$ cat src/rtl/change_dispenser_if.sv
// Transaction, coin-mechanism and inventory signals of the change dispenser.
// The master modport is the controller or testbench side. The slave modport is the dispenser.
interface change_dispenser_if #(
    parameter int CHANGE_W = 9,
    parameter int CNT_W    = 8
);
    logic                start;
    logic [CHANGE_W-1:0] change;
    logic                inv_load;
    logic [1:0]          inv_sel;
    logic [CNT_W-1:0]    inv_val;
    logic [3:0]          eject;
    logic                eject_ack;
    logic                busy;
    logic                done;
    logic                short;
    logic                fault;
    logic [CHANGE_W-1:0] remaining;
    logic [CHANGE_W-1:0] n_q, n_d, n_n, n_p;
    logic [CNT_W-1:0]    inv_q, inv_d, inv_n, inv_p;

    modport master (
        output start, change, inv_load, inv_sel, inv_val, eject_ack,
        input  eject, busy, done, short, fault, remaining,
               n_q, n_d, n_n, n_p, inv_q, inv_d, inv_n, inv_p
    );

    modport slave (
        input  start, change, inv_load, inv_sel, inv_val, eject_ack,
        output eject, busy, done, short, fault, remaining,
               n_q, n_d, n_n, n_p, inv_q, inv_d, inv_n, inv_p
    );
endinterface

$ cat src/rtl/change_dispenser.sv
// Greedy, inventory-aware coin dispenser. Coins are ejected one at a time over a
// request/ack handshake. An ack timeout is reported as fault, and leftover change that no coin can pay is reported as short.
module change_dispenser #(
    parameter int CHANGE_W    = 9,
    parameter int CNT_W       = 8,
    parameter int Q_VAL       = 25,
    parameter int D_VAL       = 10,
    parameter int N_VAL       = 5,
    parameter int ACK_TIMEOUT = 16,
    parameter int INV_INIT    = 0
) (
    input  logic                clk,
    input  logic                rst_n,
    change_dispenser_if.slave   bus
);
    localparam int WAIT_W = (ACK_TIMEOUT > 1) ? $clog2(ACK_TIMEOUT) : 1;
    localparam logic [WAIT_W-1:0]   WAIT_LAST = WAIT_W'(ACK_TIMEOUT - 1);
    localparam logic [CHANGE_W-1:0] QV = CHANGE_W'(Q_VAL);
    localparam logic [CHANGE_W-1:0] DV = CHANGE_W'(D_VAL);
    localparam logic [CHANGE_W-1:0] NV = CHANGE_W'(N_VAL);
    localparam logic [CNT_W-1:0]    INV_RST = CNT_W'(INV_INIT);

    typedef enum logic [1:0] {IDLE, SELECT, EJECT, DONE} state_t;

    state_t              state, state_nxt;
    logic [CHANGE_W-1:0] remaining;
    logic [CHANGE_W-1:0] tally [4];
    logic [CNT_W-1:0]    inv   [4];
    logic [WAIT_W-1:0]   wait_cnt;
    logic [1:0]          coin, pick;
    logic                pick_ok;
    logic [3:0]          eject;
    logic                short_r, fault_r;
    logic [CHANGE_W-1:0] coin_val;

    // Greedy pick: the largest coin that fits in the remaining change and is still in stock.
    always_comb begin
        pick_ok = 1'b1;
        pick    = 2'd0;
        if (remaining >= QV && inv[0] != '0)
            pick = 2'd0;
        else if (remaining >= DV && inv[1] != '0)
            pick = 2'd1;
        else if (remaining >= NV && inv[2] != '0)
            pick = 2'd2;
        else if (remaining != '0 && inv[3] != '0)
            pick = 2'd3;
        else
            pick_ok = 1'b0;
    end

    always_comb begin
        case (coin)
            2'd0:    coin_val = QV;
            2'd1:    coin_val = DV;
            2'd2:    coin_val = NV;
            default: coin_val = CHANGE_W'(1);
        endcase
    end

    always_comb begin
        state_nxt = state;
        case (state)
            IDLE:   if (bus.start) state_nxt = SELECT;
            SELECT: state_nxt = (remaining != '0 && pick_ok) ? EJECT : DONE;
            EJECT: begin
                if (bus.eject_ack)
                    state_nxt = SELECT;
                else if (wait_cnt == WAIT_LAST)
                    state_nxt = DONE;
            end
            default: state_nxt = IDLE;
        endcase
    end

    always_ff @(posedge clk or negedge rst_n) begin
        if (!rst_n)
            state <= IDLE;
        else
            state <= state_nxt;
    end

    always_ff @(posedge clk or negedge rst_n) begin
        if (!rst_n) begin
            remaining <= '0;
            tally     <= '{default: '0};
            inv       <= '{default: INV_RST};
            wait_cnt  <= '0;
            coin      <= '0;
            eject     <= '0;
            short_r   <= 1'b0;
            fault_r   <= 1'b0;
        end else begin
            case (state)
                IDLE: begin
                    if (bus.start) begin
                        remaining <= bus.change;
                        tally     <= '{default: '0};
                        short_r   <= 1'b0;
                        fault_r   <= 1'b0;
                    end
                    if (bus.inv_load)
                        inv[bus.inv_sel] <= bus.inv_val;
                end
                SELECT: begin
                    if (remaining != '0) begin
                        if (pick_ok) begin
                            coin  <= pick;
                            eject <= 4'b0001 << pick;
                        end else begin
                            short_r <= 1'b1;
                        end
                    end
                end
                EJECT: begin
                    if (bus.eject_ack) begin
                        remaining   <= remaining - coin_val;
                        inv[coin]   <= inv[coin] - CNT_W'(1);
                        tally[coin] <= tally[coin] + CHANGE_W'(1);
                        wait_cnt    <= '0;
                        eject       <= '0;
                    end else if (wait_cnt == WAIT_LAST) begin
                        fault_r  <= 1'b1;
                        wait_cnt <= '0;
                        eject    <= '0;
                    end else begin
                        wait_cnt <= wait_cnt + WAIT_W'(1);
                    end
                end
                default: ;
            endcase
        end
    end

    assign bus.eject     = eject;
    assign bus.busy      = (state != IDLE);
    assign bus.done      = (state == DONE);
    assign bus.short     = short_r;
    assign bus.fault     = fault_r;
    assign bus.remaining = remaining;
    assign bus.n_q       = tally[0];
    assign bus.n_d       = tally[1];
    assign bus.n_n       = tally[2];
    assign bus.n_p       = tally[3];
    assign bus.inv_q     = inv[0];
    assign bus.inv_d     = inv[1];
    assign bus.inv_n     = inv[2];
    assign bus.inv_p     = inv[3];
endmodule

$ cat src/flat_wrapper.sv
// flat-port wrapper written by rule: the top's interface ports become plain ports
module change_dispenser_flat 
#(
    parameter int CHANGE_W    = 9,
    parameter int CNT_W       = 8,
    parameter int Q_VAL       = 25,
    parameter int D_VAL       = 10,
    parameter int N_VAL       = 5,
    parameter int ACK_TIMEOUT = 16,
    parameter int INV_INIT    = 0
)
  (clk, rst_n, bus_start, bus_change, bus_inv_load, bus_inv_sel, bus_inv_val, bus_eject_ack, bus_eject, bus_busy, bus_done, bus_short, bus_fault, bus_remaining, bus_n_q, bus_n_d, bus_n_n, bus_n_p, bus_inv_q, bus_inv_d, bus_inv_n, bus_inv_p);
  change_dispenser_if #(.CHANGE_W(CHANGE_W), .CNT_W(CNT_W)) bus_i ();
  input  logic clk;
  input  logic rst_n;
  input wire logic [$bits(bus_i.start)-1:0] bus_start;
  input wire logic [$bits(bus_i.change)-1:0] bus_change;
  input wire logic [$bits(bus_i.inv_load)-1:0] bus_inv_load;
  input wire logic [$bits(bus_i.inv_sel)-1:0] bus_inv_sel;
  input wire logic [$bits(bus_i.inv_val)-1:0] bus_inv_val;
  input wire logic [$bits(bus_i.eject_ack)-1:0] bus_eject_ack;
  output wire logic [$bits(bus_i.eject)-1:0] bus_eject;
  output wire logic [$bits(bus_i.busy)-1:0] bus_busy;
  output wire logic [$bits(bus_i.done)-1:0] bus_done;
  output wire logic [$bits(bus_i.short)-1:0] bus_short;
  output wire logic [$bits(bus_i.fault)-1:0] bus_fault;
  output wire logic [$bits(bus_i.remaining)-1:0] bus_remaining;
  output wire logic [$bits(bus_i.n_q)-1:0] bus_n_q;
  output wire logic [$bits(bus_i.n_d)-1:0] bus_n_d;
  output wire logic [$bits(bus_i.n_n)-1:0] bus_n_n;
  output wire logic [$bits(bus_i.n_p)-1:0] bus_n_p;
  output wire logic [$bits(bus_i.inv_q)-1:0] bus_inv_q;
  output wire logic [$bits(bus_i.inv_d)-1:0] bus_inv_d;
  output wire logic [$bits(bus_i.inv_n)-1:0] bus_inv_n;
  output wire logic [$bits(bus_i.inv_p)-1:0] bus_inv_p;
  assign bus_i.start = bus_start;
  assign bus_i.change = bus_change;
  assign bus_i.inv_load = bus_inv_load;
  assign bus_i.inv_sel = bus_inv_sel;
  assign bus_i.inv_val = bus_inv_val;
  assign bus_i.eject_ack = bus_eject_ack;
  assign bus_eject = bus_i.eject;
  assign bus_busy = bus_i.busy;
  assign bus_done = bus_i.done;
  assign bus_short = bus_i.short;
  assign bus_fault = bus_i.fault;
  assign bus_remaining = bus_i.remaining;
  assign bus_n_q = bus_i.n_q;
  assign bus_n_d = bus_i.n_d;
  assign bus_n_n = bus_i.n_n;
  assign bus_n_p = bus_i.n_p;
  assign bus_inv_q = bus_i.inv_q;
  assign bus_inv_d = bus_i.inv_d;
  assign bus_inv_n = bus_i.inv_n;
  assign bus_inv_p = bus_i.inv_p;
  change_dispenser #(.CHANGE_W(CHANGE_W), .CNT_W(CNT_W), .Q_VAL(Q_VAL), .D_VAL(D_VAL), .N_VAL(N_VAL), .ACK_TIMEOUT(ACK_TIMEOUT), .INV_INIT(INV_INIT)) u_core (.clk(clk), .rst_n(rst_n), .bus(bus_i));
endmodule
$ cat config.mk
export PLATFORM = sky130hd
export DESIGN_NAME = change_dispenser_flat
export DESIGN_NICKNAME = d
export VERILOG_FILES = /design/src/rtl/change_dispenser_if.sv /design/src/rtl/change_dispenser.sv /design/src/flat_wrapper.sv
export SDC_FILE = /design/constraint.sdc
export NUM_CORES = 1
export LEC_CHECK = 0
export ABC_AREA = 1
export BUFFER_PORTS_ARGS = -buffer_cell sky130_fd_sc_hd__buf_2
export CAP_MARGIN = 15
export CORE_MARGIN = 3
export CORE_UTILIZATION = 56
export DETAILED_ROUTE_END_ITERATION = 10
export GPL_ROUTABILITY_DRIVEN = 0
export GPL_TIMING_DRIVEN = 0
export PLACE_DENSITY = 0.79
export SYNTH_ARGS = -nofsm -noshare
export SYNTH_HDL_FRONTEND = slang
export SYNTH_SLANG_ARGS = --single-unit
export TNS_END_PERCENT = 5
$ cat constraint.sdc
create_clock -name clk -period 2.55 [get_ports clk]
set_input_delay 0.255 -clock clk [delete_from_list [all_inputs] [get_ports clk]]
set_output_delay 0.255 -clock clk [all_outputs]
set_load 0.03 [all_outputs]
==> metrics.md <==
| Metric | Value |
|---|---|
| Initial cell density of the core | about three fifths |
| DRC | 0 |
| Worst Setup Start Kind | flop |
| Final setup viols | 0 |
| DRT antenna net count | 0 |
| Max-slew violations | 0 |
| Yosys reg bits | a little over 90 |
| Drt first pass iters | 6 |
| Initial DRC Count | between 500 and 600 |
| Layout cells sized above 1 | ~20% |
| Hold Vio Cnt, Final | 0 |
| Chip Width | about 100 um |
| Multi-input logic area | 2790 um2 |
| Sink Count | 91 |
| Area grow syn2layout | 18.5% |
| Synthesis Warnings | 0 |
| Crit-path max FO | 10 |
| Peak supply drop | 0.512 mV |
| Top FF cell, synth | dfrtp_1 |
| Diode count | 0 |
| Post-synthesis instance area | about 5400 um2 |
| Final WL | around 17000 um |
| Core area | between 9000 and 10000 um2 |
| CP Capture Type | flop |
| Crit share post-route | between 90 and 100% |
| Post-synth EDFFs | 0 |
| Filler cells | approximately 800 |
| RSZ-0062 raised after global routing | false |
| Final core utilization | slightly below 70% |
| GRT Util Overall | 31.6% |
| Fmax | 418 MHz |
| Largest net degree at the start of global routing | 52 |
| Status | finished clean |
| Clock latency on the worst-skew pair | ~370 ps |
| First-pass GRT wire length | 27900 um |
| Critical path class | reg -> reg |
| I/O pin count | approximately 110 |
| Vias in the first global route | 5575 |
| WP data required | between 2000 and 3000 ps |
| Period minus WS final | 2390 ps |
| CTS tree | yes |
| Syn Inst Count | 758 |
| Max-Slew Margin vs Limit | roughly half |
| Die area | ~11000 um2 |
| Nets | between 900 and 1000 |
| Post-DR vias/cell | 5.85 |
| PD cells | roughly 1200 nW/um2 |
| DP HPWL | roughly 13000 um |
| Reg clk slew, reported paths | between 100 and 150 ps |
| Synth Net Count | 791 |
| Chip height | about 100 um |
| Routed vias | about 5900 |
| Wire per inst | 17.1 um |
| CTS root buffer | clkbuf_8 |
| Worst Skew | ~15 ps |
| Longest Clk Path Bufs | 2 |
| Arr. time, crit path | roughly 2700 ps |
| FFs w/ async S/R, synth | 100% |
| Power Total | about 8 mW |
| TritonCTS buffer count | 9 |
| Max H-tree Level | 3 |
| Unique masters post-synth | 34 |
| Max-cap viol count | 0 |
| Post-Synthesis Mean Instance Area | 7.17 um2 |
| PortBufs | 108 |
| Initial antenna violation count | 0 |
| Slew @ Worst Pin | 743 ps |
| Leak | ~3.3 nW |
| Placement Rows | 35 |
| Class of the worst hold path | in -> reg |
| Register area | 2280 um2 |
| Seq/Total Area, Yosys | a little over two fifths |
| Total grt overflow | 0 |
[metrics by stage]
step                      hold slack [ps]  TNS [ps]  worst slack, ps  cells  cell area (um2)
after CTS                             149         0             11.5   1013             6420
after global routing                  174         0             29.4   1016             6450
after detailed placement              290      -651             -101    996             6170
after floorplan                     -40.6         0              403    758             5440
after global placement                453      -474            -77.7    995             6140
final                                 154         0              158   1016             6450
[final timing paths]
kind,start,to,slack [ps],cells past startpoint
worst max-delay path,u_core.coin[0],u_core.bus.remaining[8],160,13
worst max register to register,u_core.coin[0],u_core.bus.remaining[8],160,13
worst min register to register,u_core.bus.eject[1],u_core.bus.eject[1],480,2
min in group asynchronous,rst_n,u_core.wait_cnt[2],410,2
max in group asynchronous,rst_n,u_core.bus.inv_n[6],1470,3
worst min-delay path,bus_change[0],u_core.bus.remaining[0],150,3
[sequential cells by signal, summed over array words and instances, names as in the netlist]
signal,flops
u_core.coin,2
u_core.bus.inv_q,8
u_core.bus.n_p,9
u_core.bus.inv_n,8
u_core.state,2
u_core.bus.n_d,9
u_core.bus.eject,4
u_core.bus.fault,1
u_core.bus.inv_d,8
u_core.bus.inv_p,8
u_core.bus.n_q,9
u_core.bus.remaining,9
u_core.wait_cnt,4
u_core.bus.short,1
u_core.bus.n_n,9
[kinds of logic (layout without fill, tap and decap cells)]
logic type | after synthesis | after routing | synth area share [%]
xor+xnor | 8 | 8 | 1.29
fa+ha+maj | 9 | 9 | 2.21
simple gates | 423 | 423 | 33.5
compound gates | 135 | 135 | 14.2
buf+inv | 92 | 221 | 6.93
flops | 91 | 91 | 41.9
[synth_stat cells, types with 3 or more instances]
master | count | share of area (%)
nand2_1 | 218 | 15
xor2_1 | 5 | 0.81
nor2_2 | 4 | 0.46
buf_6 | 3 | 0.62
nand4_1 | 9 | 1.0
o21a_1 | 3 | 0.41
inv_2 | 11 | 0.76
a21oi_1 | 48 | 4.4
nand2_2 | 5 | 0.58
xnor2_1 | 3 | 0.48
buf_2 | 4 | 0.37
inv_1 | 67 | 4.6
a22oi_1 | 9 | 1.2
o22ai_1 | 10 | 1.2
a31oi_1 | 8 | 0.92
dfrtp_1 | 91 | 42
nand3_1 | 83 | 7.6
ha_1 | 8 | 1.8
o21ai_0 | 36 | 3.3
clkbuf_1 | 5 | 0.35
o211ai_1 | 4 | 0.55
nor2_1 | 91 | 6.3
nor2_4 | 10 | 2.1
o221ai_1 | 3 | 0.48
o21ai_1 | 9 | 0.83
[metal layers]
layer	routed length, um	up-vias	track usage [%]
met5	0	-	0
met4	658	0	13.7
met3	1880	68	6.24
met2	7960	382	50.6
met1	6880	2745	41.8
li1	-	2744	-
[worst max-delay path, stage by stage, from the launching register on]
cell      delay [ps]
dfrtp_2          480
clkbuf_4         250
nand2_2          140
ha_1             240
fa_1             410
inv_1             80
nand3_1           60
nand2_1           90
nand2_1           90
nand3_1          100
xor2_1           140
o21ai_0           90
nand2_1           80
nand2_1           50
[power by group]
part           leakage (nW)  switching (mW)  internal [mW]
registers              1.17           0.527           1.87
clock network         0.114           0.578          0.590
logic                  2.03            3.09           1.27
[area by class of cell]
type                    instances  area share, %
clock buffers                  10           2.14
plain buffers                  13           1.28
inverters                      79           4.60
repair buffers                113           9.36
multi-input cells             575           43.3
well taps                     129           2.50
flip-flops and latches         91           35.4
clock inverters                 6           1.46
[cell usage in the layout, fill, tap and decap left out, types with 8 or more instances in the layout]
cell,netlist,final
nor2_1,91,90
buf_2,4,110
nand2_1,218,218
dfrtp_1,91,89
inv_2,11,11
nor2_4,10,11
clkbuf_8,0,10
a22oi_1,9,9
a31oi_1,8,8
o22ai_1,10,10
inv_1,67,67
o21ai_0,36,36
ha_1,8,8
o21ai_1,9,9
nand3_1,83,83
nand4_1,9,9
a21oi_1,48,48
[timing repair]
item	4_1_cts	5_1_grt
setup endpoints to repair	8	12
hold endpoints to repair	40	0
setup buffers	0	3
pin swaps	0	1
cloned	0	0
hold buffers	1	0
resized for setup	1	4
No activity file was read; power rests on OpenSTA's default activity.
